==> config.mk <==
export PLATFORM = sky130hd
export DESIGN_NAME = vector_sweep_gen
export DESIGN_NICKNAME = d
export VERILOG_FILES = /design/src/rtl/sweep_pkg.sv /design/src/rtl/sweep_misr.sv /design/src/rtl/vector_sweep_gen.sv
export SDC_FILE = /design/constraint.sdc
export NUM_CORES = 1
export LEC_CHECK = 0
export CAP_MARGIN = 40
export CORE_UTILIZATION = 53
export DETAILED_ROUTE_END_ITERATION = 8
export GPL_TIMING_DRIVEN = 0
export PLACE_DENSITY = 0.79
export SETUP_SLACK_MARGIN = 0.1
export SLEW_MARGIN = 20
export SYNTH_ARGS = -nofsm -noshare
export SYNTH_HDL_FRONTEND = slang
export SYNTH_SLANG_ARGS = --single-unit
==> constraint.sdc <==
create_clock -name clk -period 2.7 [get_ports clk]
set_input_delay 0.54 -clock clk [delete_from_list [all_inputs] [get_ports clk]]
set_output_delay 0.54 -clock clk [all_outputs]
set_load 0.05 [all_outputs]
==> src/rtl/sweep_pkg.sv <==
// rtl/sweep_pkg.sv - shared constants, state encoding and helpers for the vector sweep generator
package sweep_pkg;

  localparam logic [1:0] MODE_BIN  = 2'd0;
  localparam logic [1:0] MODE_GRAY = 2'd1;
  localparam logic [1:0] MODE_WALK = 2'd2;
  localparam logic [1:0] MODE_LFSR = 2'd3;

  typedef enum logic [1:0] {
    ST_IDLE = 2'd0,
    ST_RUN  = 2'd1,
    ST_DONE = 2'd2
  } sweep_state_t;

  // Fibonacci tap mask (bit i = stage i+1 of the characteristic polynomial),
  // maximal length for each supported width.
  function automatic logic [7:0] lfsr_taps(input int width);
    case (width)
      2:       return 8'h03;  // x^2+x+1
      3:       return 8'h06;  // x^3+x^2+1
      4:       return 8'h0C;  // x^4+x^3+1
      5:       return 8'h14;  // x^5+x^3+1
      6:       return 8'h30;  // x^6+x^5+1
      7:       return 8'h60;  // x^7+x^6+1
      8:       return 8'hB8;  // x^8+x^6+x^5+x^4+1
      default: return 8'h00;
    endcase
  endfunction

  // One MISR step on a value held in the low 'width' bits of a 16-bit word.
  function automatic logic [15:0] misr_step(input logic [15:0] sig,
                                            input logic [15:0] poly,
                                            input logic [15:0] resp,
                                            input int          width);
    logic [15:0] mask;
    logic        msb;
    mask = 16'((32'd1 << width) - 32'd1);
    msb  = |(sig & 16'(32'd1 << (width - 1)));
    return (((sig << 1) ^ (msb ? poly : 16'h0000) ^ resp) & mask);
  endfunction

endpackage

==> src/rtl/sweep_misr.sv <==
// rtl/sweep_misr.sv - multiple-input signature register compacting the DUT response
// Ports:
//   clk, rst_n : clock, asynchronous active-low reset
//   clr        : clear signature to zero (wins over en)
//   en         : fold resp_in into the signature
//   resp_in    : response word from the device under test
//   sig        : current signature
module sweep_misr
  import sweep_pkg::*;
#(
  parameter int                RESP_W    = 3,
  parameter logic [RESP_W-1:0] MISR_POLY = 3'b011
) (
  input  logic              clk,
  input  logic              rst_n,
  input  logic              clr,
  input  logic              en,
  input  logic [RESP_W-1:0] resp_in,
  output logic [RESP_W-1:0] sig
);

  logic [RESP_W-1:0] r_sig;

  always_ff @(posedge clk or negedge rst_n) begin
    if (!rst_n) begin
      r_sig <= '0;
    end else if (clr) begin
      r_sig <= '0;
    end else if (en) begin
      r_sig <= RESP_W'(misr_step(16'(r_sig), 16'(MISR_POLY), 16'(resp_in), RESP_W));
    end
  end

  assign sig = r_sig;

endmodule

==> src/rtl/vector_sweep_gen.sv <==
// rtl/vector_sweep_gen.sv - exhaustive stimulus sweeper with MISR response compaction
// Ports:
//   clk, rst_n : clock, asynchronous active-low reset
//   start      : begin a sweep (IDLE only); mode/cont latched with it
//   mode       : 0 binary, 1 gray, 2 walking-one, 3 LFSR
//   cont       : wrap continuously instead of stopping after the last vector
//   pause      : freeze the sweep while high
//   abort      : back to IDLE next cycle, no done/wrap
//   resp_in    : response of the device under test
//   vec_out    : stimulus vector, vec_valid marks it live
//   busy       : sweep in progress
//   done       : one-cycle pulse after the last vector (one-shot)
//   wrap       : one-cycle pulse when the sequence restarts (continuous)
//   sig_out    : signature of the last completed sweep
//   vec_cnt    : 0-based index of the current vector
module vector_sweep_gen
  import sweep_pkg::*;
#(
  parameter int                WIDTH     = 4,
  parameter int                RESP_W    = 3,
  parameter int                HOLD      = 2,
  parameter logic [RESP_W-1:0] MISR_POLY = 3'b011
) (
  input  logic              clk,
  input  logic              rst_n,
  input  logic              start,
  input  logic [1:0]        mode,
  input  logic              cont,
  input  logic              pause,
  input  logic              abort,
  input  logic [RESP_W-1:0] resp_in,
  output logic [WIDTH-1:0]  vec_out,
  output logic              vec_valid,
  output logic              busy,
  output logic              done,
  output logic              wrap,
  output logic [RESP_W-1:0] sig_out,
  output logic [8:0]        vec_cnt
);

  localparam logic [7:0]       TAPS_ALL  = lfsr_taps(WIDTH);
  localparam logic [WIDTH-1:0] TAPS      = TAPS_ALL[WIDTH-1:0];
  localparam logic [8:0]       LAST_FULL = 9'((1 << WIDTH) - 1);
  localparam logic [8:0]       LAST_LFSR = 9'((1 << WIDTH) - 2);
  localparam logic [8:0]       LAST_WALK = 9'(WIDTH - 1);
  localparam logic [7:0]       HOLD_LAST = 8'(HOLD - 1);

  sweep_state_t      r_state, w_state_nxt;
  logic [1:0]        r_mode;
  logic              r_cont;
  logic [WIDTH-1:0]  r_vec;
  logic [8:0]        r_cnt;
  logic [7:0]        r_hold;
  logic              r_valid, r_busy, r_done, r_wrap;
  logic [RESP_W-1:0] r_sig_out;

  logic              w_load, w_tick, w_step, w_sample, w_wrap_evt, w_finish, w_to_idle;
  logic              w_last_hold, w_last_vec;
  logic [8:0]        w_last_idx, w_cnt_inc;
  logic [WIDTH-1:0]  w_vec_step;
  logic [RESP_W-1:0] w_sig, w_sig_next;

  function automatic logic [WIDTH-1:0] first_vec(input logic [1:0] m);
    return (m == MODE_WALK || m == MODE_LFSR) ? WIDTH'(1) : '0;
  endfunction

  assign w_cnt_inc   = r_cnt + 9'd1;
  assign w_last_hold = (r_hold == HOLD_LAST);
  assign w_last_vec  = (r_cnt == w_last_idx);

  // Value the MISR will hold after the current sample; captured into sig_out
  // on the same edge that folds in the final response.
  assign w_sig_next = RESP_W'(misr_step(16'(w_sig), 16'(MISR_POLY), 16'(resp_in), RESP_W));

  always_comb begin
    w_last_idx = LAST_FULL;
    w_vec_step = '0;
    case (r_mode)
      MODE_BIN: begin
        w_vec_step = w_cnt_inc[WIDTH-1:0];
      end
      MODE_GRAY: begin
        w_vec_step = w_cnt_inc[WIDTH-1:0] ^ (w_cnt_inc[WIDTH-1:0] >> 1);
      end
      MODE_WALK: begin
        w_last_idx = LAST_WALK;
        w_vec_step = r_vec << 1;
      end
      default: begin
        w_last_idx = LAST_LFSR;
        w_vec_step = {r_vec[WIDTH-2:0], ^(r_vec & TAPS)};
      end
    endcase
  end

  always_ff @(posedge clk or negedge rst_n) begin
    if (!rst_n) begin
      r_state <= ST_IDLE;
    end else begin
      r_state <= w_state_nxt;
    end
  end

  // Abort is checked before pause and before last-vector completion.
  always_comb begin
    w_state_nxt = r_state;
    w_load      = 1'b0;
    w_tick      = 1'b0;
    w_step      = 1'b0;
    w_sample    = 1'b0;
    w_wrap_evt  = 1'b0;
    w_finish    = 1'b0;
    w_to_idle   = 1'b0;
    case (r_state)
      ST_IDLE: begin
        if (start && !abort) begin
          w_load      = 1'b1;
          w_state_nxt = ST_RUN;
        end
      end
      ST_RUN: begin
        if (abort) begin
          w_to_idle   = 1'b1;
          w_state_nxt = ST_IDLE;
        end else if (!pause) begin
          if (!w_last_hold) begin
            w_tick = 1'b1;
          end else begin
            w_sample = 1'b1;
            if (!w_last_vec) begin
              w_step = 1'b1;
            end else if (r_cont) begin
              w_wrap_evt = 1'b1;
            end else begin
              w_finish    = 1'b1;
              w_state_nxt = ST_DONE;
            end
          end
        end
      end
      ST_DONE: begin
        w_to_idle   = 1'b1;
        w_state_nxt = ST_IDLE;
      end
      default: begin
        w_to_idle   = 1'b1;
        w_state_nxt = ST_IDLE;
      end
    endcase
  end

  always_ff @(posedge clk or negedge rst_n) begin
    if (!rst_n) begin
      r_mode    <= MODE_BIN;
      r_cont    <= 1'b0;
      r_vec     <= '0;
      r_cnt     <= '0;
      r_hold    <= '0;
      r_valid   <= 1'b0;
      r_busy    <= 1'b0;
      r_done    <= 1'b0;
      r_wrap    <= 1'b0;
      r_sig_out <= '0;
    end else begin
      r_done <= w_finish;
      r_wrap <= w_wrap_evt;
      if (w_load) begin
        r_mode  <= mode;
        r_cont  <= cont;
        r_vec   <= first_vec(mode);
        r_cnt   <= '0;
        r_hold  <= '0;
        r_valid <= 1'b1;
        r_busy  <= 1'b1;
      end else if (w_tick) begin
        r_hold <= r_hold + 8'd1;
      end else if (w_step) begin
        r_vec  <= w_vec_step;
        r_cnt  <= w_cnt_inc;
        r_hold <= '0;
      end else if (w_wrap_evt) begin
        r_vec     <= first_vec(r_mode);
        r_cnt     <= '0;
        r_hold    <= '0;
        r_sig_out <= w_sig_next;
      end else if (w_finish || w_to_idle) begin
        r_vec   <= '0;
        r_cnt   <= '0;
        r_hold  <= '0;
        r_valid <= 1'b0;
        r_busy  <= 1'b0;
        if (w_finish) begin
          r_sig_out <= w_sig_next;
        end
      end
    end
  end

  // On wrap the final sample is already captured in sig_out, so clearing
  // takes precedence over the sample in the MISR.
  sweep_misr #(
    .RESP_W    (RESP_W),
    .MISR_POLY (MISR_POLY)
  ) u_misr (
    .clk     (clk),
    .rst_n   (rst_n),
    .clr     (w_load | w_wrap_evt | w_to_idle),
    .en      (w_sample),
    .resp_in (resp_in),
    .sig     (w_sig)
  );

  assign vec_out   = r_vec;
  assign vec_valid = r_valid;
  assign busy      = r_busy;
  assign done      = r_done;
  assign wrap      = r_wrap;
  assign sig_out   = r_sig_out;
  assign vec_cnt   = r_cnt;

endmodule

==> Word level (Yosys, flattened, before mapping) <==
Cells that the tools add are included.
{ "word_totals": {"reg_bits": 35, "in_bits": 11, "output_inout_bits": 20} }
{ "op_classes": {"addsub": 2, "eq_ne": 16, "n_mux": 66, "bitwise": 8, "reduce_logical": 19} }
{ "op_table": {"columns": ["cell", "n"], "rows": [
  ["$mux 9", 5],
  ["$mux 8", 5],
  ["$mux 1", 35],
  ["$mux 4", 5],
  ["$mux 3", 5],
  ["$mux 2", 7],
  ["$ne 3x3->1 const B", 4],
  ["$pmux 4 s3", 1],
  ["$reduce_and 5->1", 2],
  ["$add 9x1->9 const B", 1],
  ["$eq 9x9->1", 1],
  ["$add 8x1->8 const B", 1],
  ["$eq 2x2->1 const B", 4],
  ["$eq 8x1->1 const B", 1],
  ["$ne 2x2->1 const B", 4],
  ["$pmux 4 s2", 1],
  ["$reduce_bool 2->1", 4],
  ["$xor 3x3->3", 2],
  ["$reduce_bool 5->1", 1],
  ["$eq 2x1->1 const B", 2],
  ["$logic_not 2->1", 2],
  ["$pmux 2 s2", 1],
  ["$reduce_and 4->1", 1],
  ["$reduce_bool 4->1", 1],
  ["10 further kinds", 15]
]} }

==> Depth between registers and ports, before layout <==
{ "depth": {"word_depth": 15, "depth_mapped": 8, "mapped_depth_nobuf": 7} }

==> Modules after synthesis <==
A second synthesis with hierarchy kept.
{ "hier_totals": {"hier_cells": 190, "area_unflattened_um2": 1953.1} }
{ "by_module_without_submodules": {"columns": ["module", "instances", "cells_each", "area_each_um2", "seq_area_each_um2"], "rows": [
  ["vector_sweep_gen", 1, 178, 1800.5, 800.8],
  ["sweep_misr", 1, 12, 152.6, 75.1]
]} }

==> Least setup slack after synthesis <==
Ideal clock, no wire load.
{ "synth_timing": {"path_kind": "register to register", "startpoint": "reg r_cnt[2] (netlist: vec_cnt[2])", "endpoint": "reg r_sig_out[0] (netlist: sig_out[0])", "arrival_time_ns": 2.219, "slack_ns": 0.356, "stages_incl_launch_ff": 8, "path_buffers": 2, "period_less_slack_ns": 2.344, "path_cell_list": "dfrtp_1 > clkbuf_1 > or4b_1 > a21oi_1 > o211ai_1 > or2_1 > buf_6 > mux2_4"} }
{ "synth_between": {"elab_chain_cells": 9} }
{ "synth_rtl": {"columns": ["item", "line_no", "text"], "rows": [
  ["start, declared", "vector_sweep_gen.sv:52", "logic [8:0] r_cnt;"],
  ["start signal, assigned", "vector_sweep_gen.sv:179", "r_cnt <= w_cnt_inc;"],
  ["$eq 9x9->1 *", "vector_sweep_gen.sv:69", "assign w_last_vec = (r_cnt == w_last_idx);"],
  ["$mux 1", "vector_sweep_gen.sv:130", "if (!w_last_vec) begin"],
  ["$mux 1", "vector_sweep_gen.sv:126", "if (!w_last_hold) begin"],
  ["$mux 1", "vector_sweep_gen.sv:125", "end else if (!pause) begin"],
  ["$mux 1", "vector_sweep_gen.sv:122", "if (abort) begin"],
  ["$mux 1", "vector_sweep_gen.sv:114", "case (r_state)"],
  ["$logic_or 1x1->1", "vector_sweep_gen.sv:186", "end else if (w_finish || w_to_idle) begin"],
  ["$reduce_bool 2->1 (no line)", null, null],
  ["$reduce_and 5->1 (no line)", null, null],
  ["end signal, assigned", "vector_sweep_gen.sv:185", "r_sig_out <= w_sig_next;"],
  ["end signal, assigned", "vector_sweep_gen.sv:193", "r_sig_out <= w_sig_next;"],
  ["end, declared", "vector_sweep_gen.sv:55", "logic [RESP_W-1:0] r_sig_out;"]
]} }
Every way passes the cells marked *; elsewhere a longest branch is shown, timed or not.
A chain may end at the register's enable or synchronous reset.

==> Final worst setup path <==
{ "layout_timing": {"startpoint": "in abort", "endpoint": "reg r_sig_out[1] (netlist: sig_out[1])"} }
{ "layout_between": {"elab_chain_cells": 6} }
{ "layout_rtl": {"columns": ["item", "line_no", "text"], "rows": [
  ["start, declared", "vector_sweep_gen.sv:30", "input logic abort,"],
  ["branches (longest 6 deep; another with $reduce_and 5->1)", null, null]
]} }
Several ways; the timed one is not identified.

==> flow_summary.yaml <==
run_status:
  outcome: "finished clean"
critical_path:
  cp.arrival_ps: 2800
  worstSetupEndpointType: "flip-flop"
  critPathKind: "input port to flip-flop"
  startpoint_type: "input port"
  worstPathMaxFanout: 10
  cp_data_required_time_ps: 2930
final_layout:
  syn_to_final_growth_pct: 22.81
  drive_above_1_share: 0.08367
  layout_common_cells: "dfrtp_1 (35), nand2_1 (29), clkdlybuf4s50_1 (29)"
  seq_area_um2: 875.8
  finalInstanceArea_um2: 2385
  fill_cells: 275
  fin_nets: 265
  final_util: 0.6982
  multi_input_area_um2: 1005
  antenna_cells: 0
  final_common_cell: "dfrtp_1"
placed_design:
  placed_cell_area_um2: 2322
  gp_congestion: 0.8985
  io_buffer_count: 30
  dp_hpwl_mm: 2.937
cts:
  h-tree-depth: 2
  cts_root_buf: "clkbuf_4"
  cts_tree: "done"
  clk_pin_slew_ps: 100
  cts_buffers: 5
  cts.sinks: 35
  insertion_delay_ps: 340
  clk_path_buf_depth: 2
  cts_setup_buffers: 0
yosys:
  netlist_instances: 213
  synth_area_um2: 1942
  seq_area_frac_synth: 0.4510
  synth_edf_count: 0
  synth_cell_types: 45
  post_synth.cell_area_avg_um2: 9.117
  async_flop_share: 1.000
  synth_top_flop_cell: "dfrtp_1"
  syn_nets: 227
  ys_ff_latch: 35
  yosysWarnings: 0
power:
  p_per_area_nw_per_um2: 450.6
  p_leak_nw: 1.020
  p_clk_frac: 0.273
  combinationalPowerShare: 0.191
  power.net_switching_uw: 328.7
  fin_total_pwr_mw: 1.075
  p_sw_frac: 0.3059
  ir_drop_mv: 0.3310
  p_seq_frac: 0.537
  intPower_uw: 746.0
hold_path:
  min_path_type: "input port to async pin"
route:
  via_count: 1714
  post-route-drc-count: 0
  ant_nets: 0
  wire_per_inst_um: 13.80
  drt-vias-per-instance: 5.771
  drtIter0Drc: 104
  drt-pass1-iter-count: 4
  drt_wl_total_mm: 4.100
timing:
  finalClockSkew_ps: 3.536
  final.setup.tns_ps: 0
  relSlewSlack: 0.5221
  rsz0062_at_grt: "yes"
  finalCritPeriodShare: 0.9512
  drv_slew: 0
  post-route-min-period_ps: 2568
  setup_viol_count_final: 0
  max_freq_ghz: 0.3894
  hold_viol: 0
  worstMarginPinSlew_ps: 711.4
floorplanning:
  initial_utilization: 0.5685
  die_y_um: 62.53
  rows: 21
  dieWidth_um: 62.53
  die_area_um2: 3910
  io_pins: 31
  coreArea_um2: 3416
global_route:
  grt_pass1_vias: 1615
  grt_max_degree: 23
  overflow: 0
  grtUsageTotal: 0.2335
  antenna_found_initial: 0
  grt_pass1_wl_mm: 7.279
flow_run:
  max_cap_viol_count: 0
[state kept, by name, summed over array words and instances (netlist names)]
name and cells:
vec_cnt 9, r_hold 8, vec_out 4, sig_out 3, u_misr.sig 3, r_mode 2
r_state 2, busy 1, done 1, r_cont 1, wrap 1
[critical path: stages]
cell and delay, ps:
clkdlybuf4s50_1 480, or4b_4 540, or3_1 410, buf_6 160, or2_1 240, buf_6 140
mux2_4 290
[worst paths after layout]
check / end / slack [ps] / start / cells past startpoint
max in group asynchronous: r_state[1] / 2180 / rst_n / 2
min in group clk: r_hold[7] / 490 / r_hold[7] / 1
min reg2reg: r_hold[7] / 490 / r_hold[7] / 1
min: vec_cnt[4] / 100 / rst_n / 1
max: sig_out[1] / 130 / abort / 7
max reg2reg: sig_out[1] / 170 / r_hold[1] / 8
[synth_stat cells (all sizes together) (4+ instances only)]
| library cell | instances | area (um^2) |
|---|---|---|
| dfrtp | 35 | 875.8 |
| nand2 | 29 | 108.9 |
| o21ai | 23 | 115.1 |
| nand3 | 20 | 100.1 |
| nor2 | 13 | 48.80 |
| a21oi | 9 | 45.04 |
| clkbuf | 6 | 22.52 |
| o211ai | 6 | 45.04 |
| or3 | 6 | 40.03 |
| inv | 4 | 15.01 |
| mux2 | 4 | 56.30 |
| nor2b | 4 | 25.02 |
| xnor2 | 4 | 35.03 |
| xor2 | 4 | 35.03 |
[stage by stage]
stage                     hold slack, ps  setup slack (ps)  std cells
after floorplan                    244.4             356.0        213
after global placement             473.0            -220.7        289
after detailed placement           472.2            -213.9        290
after CTS                          103.2             141.4        297
after global routing               106.7             66.19        297
final                              101.8             131.8        297
[power groups by stage]
| stage | Sequential, mW | Clock, mW | Combinational [mW] |
|---|---|---|---|
| detailed placement | 0.586 | 0 | 0.202 |
| global placement | 0.586 | 0 | 0.195 |
| floorplan | 0.605 | 0 | 0.100 |
| global route | 0.582 | 0.320 | 0.225 |
| finish | 0.577 | 0.293 | 0.205 |
| CTS | 0.576 | 0.304 | 0.204 |
[metal layers]
layer,vias up,GRT usage,part of all wire
li1,840,-,-
met1,816,0.3226,0.50
met2,52,0.3601,0.43
met3,6,0.05474,0.052
met4,0,0.07849,0.012
met5,-,0,0
[layout make-up]
class,instances,area share
Clock inverter,1,0.002099
Multi-Input combinational cell,165,0.4213
Tap cell,46,0.02413
Sequential cell,35,0.3673
Inverter,4,0.006296
Clock buffer,6,0.02151
Timing Repair Buffer,31,0.1354
Buffer,9,0.02204
[repair_timing]
item | CTS | global route
resized for setup | 0 | 1
hold buffers | 0 | 0
endpoints found under the setup margin | 0 | 9
[cell families after synthesis]
| group | count (synthesis) | synth area share |
|---|---|---|
| AND/OR/NAND/NOR | 94 | 0.2500 |
| AO/OA/AOI/OAI | 54 | 0.1695 |
| flip-flops | 35 | 0.4510 |
| buffers and inverters | 13 | 0.03479 |
| XOR/XNOR | 8 | 0.03608 |
| multiplexers | 6 | 0.03930 |
| adder cells (fa/ha/maj) | 3 | 0.01933 |
No activity file was read; power rests on OpenSTA's default activity.
